<file path="src/rtl/spk_out_fifo.sv">
// spk_out_fifo: adds a per-field destination offset to each spike id, buffers the words in a FIFO
// and presents them through a valid/ready output register. Optional drop counter: SPK_OUT_DROP_CNT_EN.
module spk_out_fifo #(
  parameter int SW        = 24,
  parameter int DEPTH     = 16,
  parameter int AF_MARGIN = 4
) (
  input  logic          clk,
  input  logic          rst_n,
  input  logic          soma_spk_vld,
  input  logic [SW-1:0] config_spk_out_neuid,
  input  logic [SW-1:0] dst_offset,
  output logic          spk_out_config_full,
  output logic          spk_out_vld,
  output logic [SW-1:0] spk_out_data,
  input  logic          spk_out_rdy,
  output logic          spk_out_empty,
  output logic          spk_out_drop
`ifdef SPK_OUT_DROP_CNT_EN
  ,
  input  logic          drop_cnt_clr,
  output logic [15:0]   drop_cnt
`endif
);

  localparam int FW = SW / 3;
  localparam int AW = $clog2(DEPTH);
  localparam int CW = AW + 1;
  localparam logic [CW-1:0] DEPTH_C  = CW'(DEPTH);
  localparam logic [CW-1:0] MARGIN_C = CW'(AF_MARGIN);

  typedef enum logic {ST_EMPTY = 1'b0, ST_HOLD = 1'b1} state_t;

  state_t        state_q, state_d;
  logic [SW-1:0] mem_q [DEPTH];
  logic [AW-1:0] wr_ptr_q, wr_ptr_d;
  logic [AW-1:0] rd_ptr_q, rd_ptr_d;
  logic [CW-1:0] count_q, count_d;
  logic [SW-1:0] data_q, data_d;
  logic          pop;
  logic          wr_en;

  // Each {z,y,x} field wraps on its own; no carry crosses a field boundary.
  function automatic logic [SW-1:0] add_fields(input logic [SW-1:0] a, input logic [SW-1:0] b);
    logic [SW-1:0] r;
    r = '0;
    for (int i = 0; i < 3; i++) r[i*FW +: FW] = a[i*FW +: FW] + b[i*FW +: FW];
    return r;
  endfunction

  always_comb begin
    state_d     = state_q;
    pop         = 1'b0;
    spk_out_vld = (state_q == ST_HOLD);
    case (state_q)
      ST_EMPTY: begin
        if (count_q != '0) begin
          pop     = 1'b1;
          state_d = ST_HOLD;
        end
      end
      ST_HOLD: begin
        if (spk_out_rdy) begin
          if (count_q != '0) pop = 1'b1;
          else state_d = ST_EMPTY;
        end
      end
      default: state_d = ST_EMPTY;
    endcase
  end

  // A pop frees the head slot in the same cycle, so a full FIFO still accepts a write then.
  always_comb begin
    wr_en    = soma_spk_vld && ((count_q != DEPTH_C) || pop);
    wr_ptr_d = wr_en ? wr_ptr_q + AW'(1) : wr_ptr_q;
    rd_ptr_d = pop ? rd_ptr_q + AW'(1) : rd_ptr_q;
    data_d   = pop ? mem_q[rd_ptr_q] : data_q;
    count_d  = count_q;
    if (wr_en && !pop) count_d = count_q + CW'(1);
    else if (!wr_en && pop) count_d = count_q - CW'(1);
  end

  always_ff @(posedge clk or negedge rst_n) begin
    if (!rst_n) begin
      state_q  <= ST_EMPTY;
      wr_ptr_q <= '0;
      rd_ptr_q <= '0;
      count_q  <= '0;
      data_q   <= '0;
    end else begin
      state_q  <= state_d;
      wr_ptr_q <= wr_ptr_d;
      rd_ptr_q <= rd_ptr_d;
      count_q  <= count_d;
      data_q   <= data_d;
    end
  end

  always_ff @(posedge clk) begin
    if (wr_en) mem_q[wr_ptr_q] <= add_fields(config_spk_out_neuid, dst_offset);
  end

  assign spk_out_data        = data_q;
  assign spk_out_empty       = (count_q == '0) && (state_q == ST_EMPTY);
  assign spk_out_config_full = (DEPTH_C - count_q) <= MARGIN_C;
  assign spk_out_drop        = soma_spk_vld && !wr_en;

`ifdef SPK_OUT_DROP_CNT_EN
  logic [15:0] drop_cnt_q;

  always_ff @(posedge clk or negedge rst_n) begin
    if (!rst_n) drop_cnt_q <= '0;
    else if (drop_cnt_clr) drop_cnt_q <= '0;
    else if (spk_out_drop && (drop_cnt_q != 16'hFFFF)) drop_cnt_q <= drop_cnt_q + 16'd1;
  end

  assign drop_cnt = drop_cnt_q;
`endif

endmodule
</file>
<file path="config.mk">
export PLATFORM = sky130hd
export DESIGN_NAME = spk_out_fifo
export DESIGN_NICKNAME = d
export VERILOG_FILES = /design/src/rtl/spk_out_fifo.sv
export SDC_FILE = /design/constraint.sdc
export NUM_CORES = 1
export LEC_CHECK = 0
export CAP_MARGIN = 20
export CORE_MARGIN = 10
export CORE_UTILIZATION = 60
export CTS_CLUSTER_DIAMETER = 200
export CTS_CLUSTER_SIZE = 14
export DETAILED_ROUTE_END_ITERATION = 16
export GPL_TIMING_DRIVEN = 0
export PLACE_DENSITY = 0.79
export SLEW_MARGIN = 20
export SYNTH_ARGS = -nofsm -noshare
export SYNTH_HDL_FRONTEND = slang
export SYNTH_SLANG_ARGS = --single-unit
export TNS_END_PERCENT = 50
</file>
<file path="constraint.sdc">
create_clock -name clk -period 4.02 [get_ports clk]
set_input_delay 0.603 -clock clk [delete_from_list [all_inputs] [get_ports clk]]
set_output_delay 0.603 -clock clk [all_outputs]
set_load 0.05 [all_outputs]
</file>
# Word level (Yosys, flattened, before mapping)

Memories as Yosys holds them, arrays and structs flattened. A register that Yosys moved wholly into a read port is not among the register bits.
Index checks and enable logic that the tools add are counted.

Output and inout bits: 28
Register bits: 14
Memory bits (writable): 384
Logic and storage cells: 37
Memories: 1
Input bits: 52

$add $sub $neg: 8
$lt $le $gt $ge: 1
Multiplexer cells: 9
Bitwise logic cells: 1
Reductions and logical operators: 12
Eq/ne operators: 1

Memory list:

| memory | depth | width | read ports | clocked after Yosys merged registers in | wr ports | line | source |
|---|---|---|---|---|---|---|---|
| mem_q  | 16    | 24    | 1          | 1                                       | 1        | 35   | `logic [SW-1:0] mem_q [DEPTH];` |

Operators with widths:

| cell                | number |
|---|---|
| $add 8x8->8         | 3 |
| $mux 5              | 2 |
| $add 4x1->4 const B | 2 |
| $add 5x1->5 const B | 1 |
| $le 5x3->1 const B  | 1 |
| $logic_and 1x1->1   | 5 |
| $logic_not 5->1     | 1 |
| $mux 1              | 5 |
| $ne 5x5->1 const B  | 1 |
| $reduce_bool 5->1   | 1 |
| $sub 5x1->5 const B | 1 |
| $sub 5x5->5 const A | 1 |
| $pmux 1 s2          | 2 |
| $logic_not 1->1     | 3 |
| $reduce_bool 2->1   | 1 |
| $logic_or 1x1->1    | 1 |
| $not 1->1           | 1 |

# Depth between registers and ports, before layout

Depth in word-level cells: 10
Gate-level depth with buffers: 13
Depth with buffers taken out: 12

# Worst setup path before layout

No wires, ideal clock.

Path kind: reg2reg
Start point: register state_q (netlist: spk_out_vld)
End point: memory mem_q[3][0] (enable)
Setup slack: 0.545 ns
Path buffers: 1
Stages on the path, launching flop included: 6
Library setup time: 0.435 ns
Period minus slack after synthesis: 3.475 ns
Arrival time: 3.040 ns
Data required time: 3.585 ns
Cell sequence: dfrtp_1 nor2b_1 buf_2 o21ai_2 nand3_1 nor3_1

Longest elaborated chain between the ends: 6

RTL lines:

| element                          | line | source |
|---|---|---|
| start: declaration               | 34   | `state_t state_q, state_d;` |
| start signal: assignment         | 91   | `state_q <= state_d;` |
| $not 1->1                        | -    |  |
| $pmux 1 s2 (*)                   | 55   | `case (state_q)` |
| $logic_or 1x1->1 (*)             | 74   | `wr_en = soma_spk_vld && ((count_q != DEPTH_C) \|\| pop);` |
| $logic_and 1x1->1 (*)            | 74   |  |
| $mux 1 (*)                       | 100  | `if (wr_en) mem_q[wr_ptr_q] <= add_fields(config_spk_out_neuid, dst_offset);` |
| $mux 1 (not written as such) (*) | 100  |  |
| end: declaration                 | 35   |  |

Mark *: on every way between the ends. The rest lies on a longest branch, timed or not.

# Final worst setup path

Start point: register count_q[0]
End point: output spk_out_drop

Longest elaborated chain between the ends: 8
Elaborated cells between the ends (all ways): 9
Classes of those cells: eq/ne: 1; mux: 3; reduce/logical: 5

RTL lines:

| element                  | line   | source |
|---|---|---|
| start: declaration       | 38     | `logic [CW-1:0] count_q, count_d;` |
| start signal: assignment | 94     | `count_q <= count_d;` |
| $reduce_bool 5->1        | 57, 64 |  |
| $mux 1                   | 57, 64 |  |
| $mux 1                   | 63     | `if (spk_out_rdy) begin` |
| $pmux 1 s2               | 55     |  |
| $logic_or 1x1->1 (*)     | 74     |  |
| $logic_and 1x1->1 (*)    | 74     |  |
| $logic_not 1->1 (*)      | 106    | `assign spk_out_drop = soma_spk_vld && !wr_en;` |
| $logic_and 1x1->1 (*)    | 106    |  |
| end: declaration         | 18     | `output logic spk_out_drop` |

Marked as above.

==> impl_metrics.prom <==
# TYPE chip_impl_metric gauge
chip_impl_metric{name="globalRoute.totalOverflow",unit=""} 0
chip_impl_metric{name="routed-via-count",unit=""} 9352
chip_impl_metric{name="synth_area_per_cell",unit="um2"} 18.9
chip_impl_metric{name="coreArea",unit="mm2"} 0.0281
chip_impl_metric{name="max_freq",unit="MHz"} 266
chip_impl_metric{name="grt_max_degree",unit=""} 39
chip_impl_info{name="cts_tree",value="yes"} 1
chip_impl_metric{name="area_delta_synth_final",unit="%"} 17.2
chip_impl_metric{name="met1Wirelength",unit="mm"} 15.8
chip_impl_info{name="grt_setup_unrepaired",value="no"} 1
chip_impl_metric{name="routedWlPerCell",unit="um"} 28.1
chip_impl_info{name="timing.hold.worst.class",value="input pin to asynchronous set/reset pin"} 1
chip_impl_metric{name="p_leak",unit="nW"} 6.85
chip_impl_metric{name="tritoncts.num_buffers",unit=""} 36
chip_impl_metric{name="clock_sink_count",unit=""} 422
chip_impl_metric{name="stdcell_area",unit="mm2"} 0.0202
chip_impl_info{name="largest_family_of_logic_cells_by_synthesized_area",value="multiplexers"} 1
chip_impl_metric{name="power.density",unit="mW/mm2"} 683
chip_impl_info{name="synth_ff_type",value="edfxtp_1"} 1
chip_impl_info{name="crit_path_start",value="count_q[0]"} 1
chip_impl_metric{name="synth_enable_flop_cells",unit=""} 384
chip_impl_metric{name="hold_buffers",unit=""} 0
chip_impl_metric{name="detailedPlacementHpwl",unit="mm"} 26.4
chip_impl_metric{name="hold_viol_final",unit=""} 0
chip_impl_metric{name="grt_antenna_before_repair",unit=""} 0
chip_impl_info{name="leading_cell_types_in_the_layout_fill_and_taps_excluded",value="edfxtp_1, clkdlybuf4s50_1, mux4_2"} 1
chip_impl_metric{name="totalWireLength",unit="mm"} 40.9
chip_impl_info{name="synth.top_cells.by_area",value="edfxtp_1, mux4_2, dfrtp_1"} 1
chip_impl_metric{name="synth_top_area_share",unit="%"} 66.9
chip_impl_info{name="launching_point_of_the_worst_reg2reg_path",value="count_q[0]"} 1
chip_impl_metric{name="critPathMaxFanout",unit=""} 9
chip_impl_metric{name="slew_headroom",unit="%"} 36.1
chip_impl_metric{name="die_w",unit="um"} 189
chip_impl_metric{name="synthXorXnorAreaFrac",unit="%"} 1.27
chip_impl_info{name="worstSetupPathType",value="flop to primary output"} 1
chip_impl_info{name="top_layer",value="met4"} 1
chip_impl_metric{name="finClkSkew",unit="ns"} 0.0191
chip_impl_metric{name="critPathRequiredTime",unit="ns"} 3.42
chip_impl_metric{name="vdd_drop_max",unit="V"} 0.000398
chip_impl_metric{name="cp_data_arrival_time",unit="ns"} 3.16
chip_impl_metric{name="setup.reg_to_reg.worst_slack",unit="ns"} 0.29
chip_impl_metric{name="numPlacedInstances",unit=""} 1395
chip_impl_metric{name="setup_viol",unit=""} 0
chip_impl_metric{name="placed_instance_area",unit="mm2"} 0.0191
chip_impl_metric{name="maxSlewViolCount",unit=""} 0
chip_impl_metric{name="synth-warning-count",unit=""} 0
chip_impl_metric{name="synth_async_sr_flop_share",unit="%"} 9.00
chip_impl_info{name="end_kind",value="primary output"} 1
chip_impl_metric{name="grt_pass1_wl",unit="mm"} 61.5
chip_impl_metric{name="basic_gate_share_of_the_synthesized_area_counting_and_or_nand_and_nor_cells",unit="%"} 3.94
chip_impl_info{name="mostFrequentLayoutCell",value="edfxtp_1"} 1
chip_impl_metric{name="synth.cell_area",unit="mm2"} 0.0172
chip_impl_metric{name="met3RoutedLength",unit="mm"} 3.75
chip_impl_metric{name="detail_route.iter0.violations",unit=""} 974
chip_impl_metric{name="clock_pin_slew_reported_for_the_worst_setup_and_hold_paths_after_clock_tree_synthesis",unit="ns"} 0.07
chip_impl_metric{name="floorplan.rows",unit=""} 61
chip_impl_metric{name="detail-route-antenna-nets",unit=""} 0
chip_impl_metric{name="final_cell_count_no_fill",unit=""} 1457
chip_impl_metric{name="die_h",unit="um"} 189
chip_impl_metric{name="wl_met2",unit="mm"} 20.6
chip_impl_metric{name="routed_via_density",unit=""} 6.42
chip_impl_metric{name="synth.mux.area_fraction",unit="%"} 13.0
chip_impl_metric{name="ctsHtreeMaxLevel",unit=""} 2
chip_impl_metric{name="drive_gt1_share",unit="%"} 19.6
chip_impl_metric{name="slew_at_the_pin_with_the_worst_max_slew_slack",unit="ns"} 0.955
chip_impl_metric{name="timing.final.crit_period",unit="ns"} 3.76
chip_impl_metric{name="drt_drc_violations_left",unit=""} 0
chip_impl_metric{name="cts_buffer_depth",unit=""} 3
chip_impl_metric{name="drtPass1Iterations",unit=""} 8
chip_impl_metric{name="synth-seq-area-share",unit="%"} 72.4
chip_impl_metric{name="synth-adder-area-share",unit="%"} 2.79
chip_impl_metric{name="layout_worst_path_cycle_share",unit="%"} 93.6
chip_impl_metric{name="grt_pass1_vias",unit=""} 9713
chip_impl_metric{name="ios",unit=""} 80
chip_impl_metric{name="synth.net_count",unit=""} 1000
chip_impl_metric{name="place.gp.congestion",unit=""} 0.761
chip_impl_info{name="clock-root-buffer",value="clkbuf_16"} 1
chip_impl_metric{name="antenna_cells_inserted",unit=""} 0
chip_impl_metric{name="netlist-cell-type-count",unit=""} 45
chip_impl_metric{name="floorplan.die_area",unit="mm2"} 0.0359
chip_impl_metric{name="netlist_instances",unit=""} 912
chip_impl_info{name="outcome",value="completed"} 1
chip_impl_metric{name="port_buffers",unit=""} 79
chip_impl_metric{name="clock_insertion_delay_worst_skew",unit="ns"} 0.53
chip_impl_info{name="synthDominantAreaCellType",value="edfxtp_1"} 1
chip_impl_metric{name="global_route.usage.total",unit="%"} 22.9
chip_impl_metric{name="maxcap_violations",unit=""} 0
chip_impl_metric{name="area_fraction_in_compound_gates_after_synthesis",unit="%"} 4.38
chip_impl_metric{name="postSynthRegisterBits",unit=""} 422
chip_impl_info{name="timing.critical_path.from_type",value="flop"} 1
chip_impl_metric{name="initial_core_util",unit="%"} 61.3
chip_impl_metric{name="final_nets",unit=""} 1144
==> cell type report <==
| class | instances | area [um2] |
|---|---|---|
| clock buffers | 58 | 983 |
| flip-flops and latches | 422 | 12500 |
| multi-input cells | 423 | 4600 |
| well taps | 378 | 473 |
| clock inverters | 3 | 41.3 |
| plain buffers | 41 | 277 |
| fillers | 1701 | 7900 |
| repair buffers | 106 | 1240 |
| inverters | 26 | 97.6 |
==> routing by layer <==
metal | up-vias | track usage, %
li1 | 3963 | -
met1 | 4837 | 30.5
met2 | 490 | 38.0
met3 | 62 | 4.04
met4 | 0 | 6.44
met5 | - | 0
==> through the flow <==
step	TNS, ns	worst slack, ns	util, %	total power, W	hold WS, ns
floorplan	0	0.545	-	0.00894	0.307
global placement	-281.84	-1.71	65.8	0.0103	0.477
detailed placement	0	0.0979	67.9	0.0106	0.480
CTS	0	0.216	71.6	0.0138	0.126
global route	0	0.00633	71.9	0.0143	0.144
finish	0	0.256	71.9	0.0138	0.112
==> cell usage after synthesis (3+ instances only) <==
cell type,number
buf_4,10
xor2_1,4
o21a_1,6
dfrtp_1,38
nor3_1,10
nand3_1,30
a21oi_1,9
o211ai_1,29
buf_2,17
a22oi_1,41
fa_1,4
nor2_1,23
edfxtp_1,384
mux2i_1,48
o21ai_0,5
nand2b_1,8
ha_1,32
and3_1,4
buf_6,6
nor2b_1,12
xnor2_1,21
o41ai_1,3
mux4_1,8
clkbuf_1,4
nand2_1,37
mux4_2,68
buf_1,3
inv_1,23
inv_2,3
==> kinds of logic (layout without fill, tap and decap cells) <==
logic type | Yosys count | in the layout
flops | 422 | 422
simple gates | 133 | 133
mux | 126 | 126
compound gates | 103 | 103
buf+inv | 67 | 234
fa+ha+maj | 36 | 36
xor+xnor | 25 | 25
==> sequential cells by signal (all words and copies together), names as in the netlist <==
register	count
rd_ptr_q	4
spk_out_data	24
spk_out_vld	1
wr_ptr_q	4
count_q	5
mem_q	384
==> power by group <==
| part | switching [W] | internal [W] |
|---|---|---|
| combinational | 0.00285 | 0.00189 |
| clock | 0.00154 | 0.00169 |
| sequential | 0.000248 | 0.00557 |
==> repair_timing <==
| action | 4_1_cts | 5_1_grt |
|---|---|---|
| gates resized for setup | 2 | 1 |
| setup endpoints to repair | 1 | 1 |
| hold endpoints to repair | 0 | 0 |
| buffers inserted | 0 | 0 |
==> critical path, stage by stage, from the launching register on <==
cell	delay, ns
dfrtp_1	0.44
nor4_2	0.45
ha_1	0.22
buf_2	0.29
nor2_1	0.20
inv_2	0.29
and3_1	0.20
dlygate4sd2_1	0.54
==> worst paths after layout <==
| check | endpoint | depth (start not counted) |
|---|---|---|
| worst min-delay path | wr_ptr_q[2] | 1 |
| min in group clk | spk_out_data[15] | 2 |
| worst max-delay path | spk_out_drop | 7 |
| worst max register to register | count_q[4] | 13 |
| max in group asynchronous | spk_out_data[5] | 1 |
| worst min register to register | spk_out_data[15] | 2 |
(Power assumes the default switching activity.)
